`src/rtl/sram_arbiter_if.sv`:
```
// Requester-side and SRAM-side signals of the lane arbiter.
// The slave modport is the arbiter's view; the master modport is the lanes plus the SRAM.
interface sram_arbiter_if #(
  parameter int NUM_REQ = 4
);
  logic [NUM_REQ-1:0]    req;
  logic [NUM_REQ-1:0]    we;
  logic [NUM_REQ*14-1:0] addr;
  logic [NUM_REQ*32-1:0] wd;
  logic [NUM_REQ-1:0]    ack;
  logic [31:0]           rdata;
  logic                  busy;
  logic [13:0]           mem_addr;
  logic                  mem_we;
  logic [31:0]           mem_wd;
  logic [31:0]           mem_rd;

  modport slave (
    input  req, we, addr, wd, mem_rd,
    output ack, rdata, busy, mem_addr, mem_we, mem_wd
  );

  modport master (
    output req, we, addr, wd, mem_rd,
    input  ack, rdata, busy, mem_addr, mem_we, mem_wd
  );
endinterface

```
`src/rtl/sram_arbiter.sv`:
```
// Round-robin arbiter sharing one single-port SRAM between NUM_REQ lanes.
// Each grant takes one access cycle and one ack cycle; grants can chain back to back.
module sram_arbiter #(
  parameter int NUM_REQ = 4,
  parameter int PTRW    = $clog2(NUM_REQ)
) (
  input  logic          clk,
  input  logic          reset,
  sram_arbiter_if.slave bus
);
  typedef enum logic [1:0] {IDLE, ACCESS, RESP} state_t;

  state_t          state_reg;
  logic [PTRW-1:0] ptr_reg;
  logic [PTRW-1:0] owner_reg;
  logic [13:0]     lat_addr_reg;
  logic            lat_we_reg;
  logic [31:0]     lat_wd_reg;
  logic [31:0]     rdata_reg;

  logic [13:0]        addr_arr [NUM_REQ];
  logic [31:0]        wd_arr   [NUM_REQ];
  logic [NUM_REQ-1:0] cand;
  logic [NUM_REQ-1:0] ack;
  logic               win_valid;
  logic [PTRW-1:0]    win_idx;
  logic [PTRW-1:0]    win_next;
  logic [PTRW:0]      scan_sum;
  logic [PTRW-1:0]    scan_idx;

  // The lane being acked may still hold req during RESP, so it is masked out there.
  genvar gi;
  generate
    for (gi = 0; gi < NUM_REQ; gi++) begin : g_lane
      assign addr_arr[gi] = bus.addr[14*gi +: 14];
      assign wd_arr[gi]   = bus.wd[32*gi +: 32];
      assign cand[gi]     = bus.req[gi] && !(state_reg == RESP && owner_reg == PTRW'(gi));
      assign ack[gi]      = (state_reg == RESP) && (owner_reg == PTRW'(gi));
    end
  endgenerate

  // Scan from the highest offset down so the lowest offset from ptr is the last writer.
  always_comb begin
    win_valid = 1'b0;
    win_idx   = '0;
    scan_sum  = '0;
    scan_idx  = '0;
    for (int k = NUM_REQ - 1; k >= 0; k--) begin
      scan_sum = {1'b0, ptr_reg} + (PTRW+1)'(k);
      if (scan_sum >= (PTRW+1)'(NUM_REQ)) begin
        scan_sum = scan_sum - (PTRW+1)'(NUM_REQ);
      end
      scan_idx = scan_sum[PTRW-1:0];
      if (cand[scan_idx]) begin
        win_valid = 1'b1;
        win_idx   = scan_idx;
      end
    end
    win_next = (win_idx == PTRW'(NUM_REQ - 1)) ? '0 : win_idx + 1'b1;
  end

  always_ff @(posedge clk) begin
    if (reset) begin
      state_reg    <= IDLE;
      ptr_reg      <= '0;
      owner_reg    <= '0;
      lat_addr_reg <= '0;
      lat_we_reg   <= 1'b0;
      lat_wd_reg   <= '0;
      rdata_reg    <= '0;
    end else begin
      case (state_reg)
        IDLE, RESP: begin
          if (win_valid) begin
            owner_reg    <= win_idx;
            lat_addr_reg <= addr_arr[win_idx];
            lat_we_reg   <= bus.we[win_idx];
            lat_wd_reg   <= wd_arr[win_idx];
            ptr_reg      <= win_next;
            state_reg    <= ACCESS;
          end else begin
            state_reg <= IDLE;
          end
        end
        ACCESS: begin
          if (!lat_we_reg) begin
            rdata_reg <= bus.mem_rd;
          end
          state_reg <= RESP;
        end
        default: state_reg <= IDLE;
      endcase
    end
  end

  // Gating with reset keeps a write from landing on the same edge that aborts it.
  assign bus.mem_we   = (state_reg == ACCESS) && lat_we_reg && !reset;
  assign bus.mem_addr = lat_addr_reg;
  assign bus.mem_wd   = lat_wd_reg;
  assign bus.rdata    = rdata_reg;
  assign bus.busy     = (state_reg != IDLE);
  assign bus.ack      = ack;
endmodule
```
`src/flat_wrapper.sv`:
```
// flat-port wrapper written by rule: the top's interface ports become plain ports
module sram_arbiter_flat 
#(
  parameter int NUM_REQ = 4,
  parameter int PTRW    = $clog2(NUM_REQ)
)
  (clk, reset, bus_req, bus_we, bus_addr, bus_wd, bus_mem_rd, bus_ack, bus_rdata, bus_busy, bus_mem_addr, bus_mem_we, bus_mem_wd);
  sram_arbiter_if #(.NUM_REQ(NUM_REQ)) bus_i ();
  input  logic clk;
  input  logic reset;
  input wire logic [$bits(bus_i.req)-1:0] bus_req;
  input wire logic [$bits(bus_i.we)-1:0] bus_we;
  input wire logic [$bits(bus_i.addr)-1:0] bus_addr;
  input wire logic [$bits(bus_i.wd)-1:0] bus_wd;
  input wire logic [$bits(bus_i.mem_rd)-1:0] bus_mem_rd;
  output wire logic [$bits(bus_i.ack)-1:0] bus_ack;
  output wire logic [$bits(bus_i.rdata)-1:0] bus_rdata;
  output wire logic [$bits(bus_i.busy)-1:0] bus_busy;
  output wire logic [$bits(bus_i.mem_addr)-1:0] bus_mem_addr;
  output wire logic [$bits(bus_i.mem_we)-1:0] bus_mem_we;
  output wire logic [$bits(bus_i.mem_wd)-1:0] bus_mem_wd;
  assign bus_i.req = bus_req;
  assign bus_i.we = bus_we;
  assign bus_i.addr = bus_addr;
  assign bus_i.wd = bus_wd;
  assign bus_i.mem_rd = bus_mem_rd;
  assign bus_ack = bus_i.ack;
  assign bus_rdata = bus_i.rdata;
  assign bus_busy = bus_i.busy;
  assign bus_mem_addr = bus_i.mem_addr;
  assign bus_mem_we = bus_i.mem_we;
  assign bus_mem_wd = bus_i.mem_wd;
  sram_arbiter #(.NUM_REQ(NUM_REQ), .PTRW(PTRW)) u_core (.clk(clk), .reset(reset), .bus(bus_i));
endmodule
```
`config.mk`:
```
export PLATFORM = sky130hd
export DESIGN_NAME = sram_arbiter_flat
export DESIGN_NICKNAME = d
export VERILOG_FILES = /design/src/rtl/sram_arbiter_if.sv /design/src/rtl/sram_arbiter.sv /design/src/flat_wrapper.sv
export SDC_FILE = /design/constraint.sdc
export NUM_CORES = 1
export LEC_CHECK = 0
export BUFFER_PORTS_ARGS = -buffer_cell sky130_fd_sc_hd__buf_2
export CAP_MARGIN = 20
export CORE_AREA = 2 2 119 121
export DETAILED_ROUTE_END_ITERATION = 8
export DIE_AREA = 0 0 121 123
export MAX_ROUTING_LAYER = met4
export PLACE_DENSITY = 0.64
export SYNTH_ARGS = -nofsm -noshare
export SYNTH_HDL_FRONTEND = slang
export SYNTH_SLANG_ARGS = --single-unit
```
`constraint.sdc`:
```
create_clock -name clk -period 2.3 [get_ports clk]
set_input_delay 0.575 -clock clk [delete_from_list [all_inputs] [get_ports clk]]
set_output_delay 0.575 -clock clk [all_outputs]
set_load 0.01 [all_outputs]
```
==> reports/metrics.yaml, run 1 <==
status: "complete, no violations"
cap_violations: 0
fin_crit_sh: 0.925
critPathCaptureType: "flop"
grt_usage: 0.185
ys_async_sr_fraction: 0
first_pass_iters: 4
ys_ff_latch: 85
first_iter_violations: 176
setup_viol: 0
relSlewSlack: 0.582
crit_fanout: 14
skew_ps: 6.76
clock_latency_ps: 340
placed_area_mm2: 0.00610
netlist_area_mm2: 0.00429
critPathKind: "reg -> reg"
synth_flop_cell: "dfxtp_1"
synth_edf_count: 0
yosys.area.top_type_share: 0.397
overflow: 0
synth_area_leaders: "dfxtp_1 (40%), mux2i_1 (22%), nand2_1 (10%)"
area_growth_syn_to_layout_pct: 49.2
yosysWarnings: 0
synth_cell_types: 40
vias: 4550
p_comb_frac: 0.323
seqPwrFrac: 0.380
p_per_area_mw_per_mm2: 746
cp.arrival_ps: 2330
cts.clk_slew.worst_paths_ps: 70
r2r_start: "u_core.state_reg[1]$_SDFF_PP0_"
p_sw_frac: 0.321
gp_congestion: 0.781
grt_max_degree: 48
synthTopCellsByCount: "nand2_1 (115), mux2i_1 (96), dfxtp_1 (85)"
seq_area_frac_synth: 0.397
synth.largest_area_cell: "dfxtp_1"
root_buffer: "clkbuf_16"
p_switching_mw: 1.53
whs_ps: 450
slew_viol_final: 0
antenna_found_initial: 0
design.die.area_mm2: 0.0149
wl_per_cell_um: 15.2
post-dp-hpwl_mm: 10.9
post-place-ws_ps: -10.4
period_needed_ps: 2130
regToRegSetupSlack_ps: 170
max_freq_mhz: 470
drive_gt1_frac: 0.471
synth.most_common_cell: "nand2_1"
hold_start: "u_core.bus.rdata[28]$_SDFFE_PP0P_"
hold_path_class: "reg -> reg"
whs_path_depth: 2
fin_area_mm2: 0.00640
hold_viol: 0
start_util: 0.315
clockBufferDepth: 2
core_area_mm2: 0.0136
grt_pass1_vias: 4254
drt-vias-per-instance: 4.78
h-tree-depth: 3
synthCells: 466
cts_tree: "yes"
synth_nets: 692
rr_endpoint: "u_core.bus.mem_wd[14]$_SDFFE_PP0P_"
final_cells: 951
critPathLaunchType: "flop"
vdd_drop_max_mv: 0.469
antenna_cells: 0
clkPwrFrac: 0.297
clkSinkCount: 85
tns_ps: 0
drc_errors: 0
p_leak_nw: 3.34
rows: 43
dp.cells: 935
p_total_mw: 4.77
die_h_um: 123
cts_made_buffers: 9
fin_nets: 992
whs_endpoint: "u_core.bus.rdata[28]$_SDFFE_PP0P_"
grt_pass1_wl_mm: 21.0
setup_slack_ps: 173
tightest_slew_ps: 627
synth.avg_cell_area_um2: 9.20
worstPathRequired_ps: 2500
ios: 310
utilization: 0.470
p_int_mw: 3.24
r2r_cells: 7
portBuffers: 309
ant_nets: 0
wirelength_mm: 14.4
die_x_um: 121
==> metal layers <==
metal / global-route usage / share of wire
met1: 0.216 / 0.41
met2: 0.314 / 0.52
met3: 0.0452 / 0.056
met4: 0.0581 / 0.014
met5: - / 0
==> cell type report <==
class,count,area [µm²]
inverter,4,15.0
timing repair buffer,330,1800
fill,1371,7220
tap,180,225
sequential,85,1710
clock buffer,10,239
multi-input combinational,336,2360
clock inverter,6,51.3
==> cell families (layout without fill, tap and decap cells) <==
family | Yosys count | after routing | synth area share
AOI/OAI and AO/OA | 95 | 95 | 0.164
xor gates and xnor gates | 1 | 1 | 0.00204
buffers and inverters | 45 | 350 | 0.0619
DFF | 85 | 85 | 0.397
muxes | 97 | 97 | 0.227
and+or+nand+nor | 143 | 143 | 0.148
==> worst max-delay path: stages (launching register included) <==
cell	delay [ps]
dfxtp_1	400
nor4b_4	180
o32a_1	370
o221ai_4	260
buf_12	200
buf_12	170
mux2i_1	260
o221ai_1	140
==> layout by cell type (no fill, tap or decap), types with 2 or more instances in the layout <==
cell type  netlist  routed
buf_4            8      13
mux2i_1         96      96
dfxtp_1         85      82
or2_2            2       2
nand2_1        115     114
buf_12           1       8
nor2_1           9       7
clkbuf_16        0       9
inv_6            0       4
dfxtp_2          0       3
a21oi_1         35      35
and2_1           2       2
buf_2           13     309
inv_1            4       4
o221ai_1        48      47
nor3b_1          2       2
nand2b_1         4       4
==> worst max-delay path by stage <==
stage	start	to	slack (ps)	cells past startpoint
after floorplan	bus_req[0]	u_core.bus.mem_addr[13]$_SDFFE_PP0P_	320	8
after global placement	bus_req[0]	u_core.bus.mem_wd[14]$_SDFFE_PP0P_	30	8
after detailed placement	bus_req[0]	u_core.bus.mem_wd[14]$_SDFFE_PP0P_	-10	8
after CTS	u_core.owner_reg[0]$_SDFFE_PP0P_	u_core.bus.mem_wd[14]$_SDFFE_PP0P_	30	7
after global routing	u_core.state_reg[1]$_SDFF_PP0_	u_core.bus.mem_addr[13]$_SDFFE_PP0P_	-6	7
final	u_core.state_reg[1]$_SDFF_PP0_	u_core.bus.mem_wd[14]$_SDFFE_PP0P_	170	7
==> power groups by stage <==
stage | combinational, mW | sequential (mW) | clock [mW]
floorplan | 0.844 | 1.91 | 0
global placement | 1.55 | 1.84 | 0
detailed placement | 1.55 | 1.84 | 0
CTS | 1.56 | 1.81 | 1.47
global route | 1.68 | 1.84 | 1.52
finish | 1.54 | 1.81 | 1.42
==> what timing repair did <==
item	CTS	global route
setup endpoints to repair	0	28
gates resized for setup	0	3
hold buffers	0	0
setup buffers	0	0
Power figures use the tool's default switching activity.
==> run 2: changes to the inputs <==
- CORE_AREA: 2 2 119 121 -> 2 2 121 123
- CTS_CLUSTER_SIZE: not set -> 40
- DIE_AREA: 0 0 121 123 -> 0 0 123 125
- clock period: 2.3 -> 1.73 ns (I/O delays scaled with it)
==> run 2 against run 1 <==
Compared with the run above:
- the flow now finishes with violations (setup timing)
- final area rose by 20%
- non-clock buffer count is 49 higher
- sequential share of layout area is 4.4 points lower
- first-iteration DRC count down 27%
- register-to-register slack worse by 500 ps
- critical path depth rose by 2
==> reports/metrics.yaml, run 2 (synthesized netlist as in run 1, its figures left out) <==
status: "finished, violations left"
violations: "setup timing"
die_h_um: 125
setup_slack_ps: -328
final_common_cell: "buf_2"
period_needed_ps: 2060
cap_violations: 0
post-dp-hpwl_mm: 11.0
cp_cell_sequence: "buf_6, nor4bb_4, nor3b_2, o32ai_2, buf_4, nand3_4, buf_6, buf_16, o221ai_2"
worstPathRequired_ps: 1990
first_iter_violations: 128
fin_nets: 1041
use_met1: 0.230
critPathCaptureType: "flop"
overflow: 0
ant_nets: 0
vias: 4947
cts_made_buffers: 9
crit_fanout: 7
grt_max_degree: 34
h-tree-depth: 3
setup_viol: 53
clkSinkCount: 85
grt_pass1_wl_mm: 24.6
grt_usage: 0.214
worst_path_largest_cell_delay_ps: 370
skew_ps: 7.87
clock_latency_ps: 340
whs_ps: 320
design.die.area_mm2: 0.0154
critPathMostFrequentCell: "buf_6"
drt-vias-per-instance: 4.93
area_growth_syn_to_layout_pct: 79.5
tightest_slew_ps: 323
start_util: 0.302
core_area_mm2: 0.0142
max_freq_mhz: 486
rows: 44
fill_cells: 1315
cp.arrival_ps: 2320
crit_slowest_cell: "dfxtp_4"
critical_path_buf_inv_count: 4
layout_common_cells: "buf_2 (305), nand2_1 (114), dfxtp_1 (81)"
wl_per_cell_um: 17.5
first_pass_iters: 4
portBuffers: 309
p_per_area_mw_per_mm2: 951
top_usage_layer: "met2"
fin_crit_sh: 1.19
use_met2: 0.388
die_x_um: 123
cts_tree: "yes"
hold_buffers: 0
hold_path_class: "in -> reg"
cts.clk_slew.worst_paths_ps: 70
antenna_found_initial: 0
p_leak_nw: 3.71
critPathLaunchType: "flop"
relSlewSlack: 0.779
root_buffer: "clkbuf_16"
gp_congestion: 0.826
rsz0062_at_grt: "true"
critPathKind: "reg -> reg"
wirelength_mm: 17.6
drc_errors: 0
path_delay_family: "buffers and inverters"
vdd_drop_max_mv: 0.495
drive_gt1_frac: 0.609
post-place-ws_ps: -382
slew_viol_final: 0
use_met3: 0.0465
hold_viol: 0
ios: 310
clockBufferDepth: 2
grt_pass1_vias: 4845
antenna_cells: 0
[run 2: cell count changes in the layout (fill, tap and decap cells not counted), moves of 5 or more]
cell	delta
o221ai_1	-40
o221ai_2	+39
mux2i_1	-33
mux2i_2	+27
buf_4	+20
buf_6	+14
buf_16	+9
mux2i_4	+6
clkbuf_16	+5
[run 2: area by class of cell]
type	instances	area, µm²	area share
clock buffer	9	225	0.0293
tap	184	230	0.0299
inverter	4	15.0	0.00195
multi-input combinational	336	2900	0.377
sequential	85	1710	0.223
timing repair buffer	379	2560	0.333
clock inverter	6	47.5	0.00618
[run 2: worst min-delay path, delay by kind of cell]
kind                   cells  cell delay (ps)
AND/OR/NAND/NOR            1               40
AO/OA/AOI/OAI              1               50
buffers and inverters      1               90
[run 2: power by group]
part / switching [mW] / total, mW / internal [mW]
clock network: 0.858 / 1.83 / 0.975
logic: 1.42 / 3.08 / 1.66
registers: 0.162 / 2.40 / 2.24
[run 2: through the flow]
stage | power (mW) | std cells | util | cell area (µm²) | TNS [ps]
2_1_floorplan | 3.72 | 466 | - | 4360 | -7100
3_3_place_gp | 4.64 | 965 | 0.449 | 6370 | -15300
3_5_place_dp | 4.66 | 965 | 0.449 | 6370 | -15780
4_1_cts | 6.97 | 997 | 0.513 | 7280 | -12090
5_1_grt | 7.66 | 1003 | 0.542 | 7690 | -18700
6_report | 7.32 | 1003 | 0.542 | 7690 | -14180
[run 2: path summary, 6_finish.rpt]
kind / from / endpoint / slack (ps) / cells after the start
setup / recovery: u_core.state_reg[0]$_SDFF_PP0_ / u_core.bus.mem_wd[8]$_SDFFE_PP0P_ / -330 / 9
setup reg to reg: u_core.state_reg[0]$_SDFF_PP0_ / u_core.bus.mem_wd[8]$_SDFFE_PP0P_ / -330 / 9
hold reg to reg: u_core.bus.rdata[21]$_SDFFE_PP0P_ / u_core.bus.rdata[21]$_SDFFE_PP0P_ / 450 / 2
hold / removal: bus_mem_rd[25] / u_core.bus.rdata[25]$_SDFFE_PP0P_ / 320 / 3
[run 2: timing repair]
| action | in CTS | in global routing |
|---|---|---|
| resized for setup | 70 | 61 |
| buffers inserted | 10 | 3 |
| cloned | 8 | 6 |
| setup endpoints to repair | 56 | 55 |
| pin swaps | 10 | 13 |
[run 2: metal layers]
metal  vias to the layer above  part of all wire
li1                       2387                 -
met1                      2324              0.39
met2                       207              0.52
met3                        29             0.064
met4                         0             0.023
met5                         -                 0
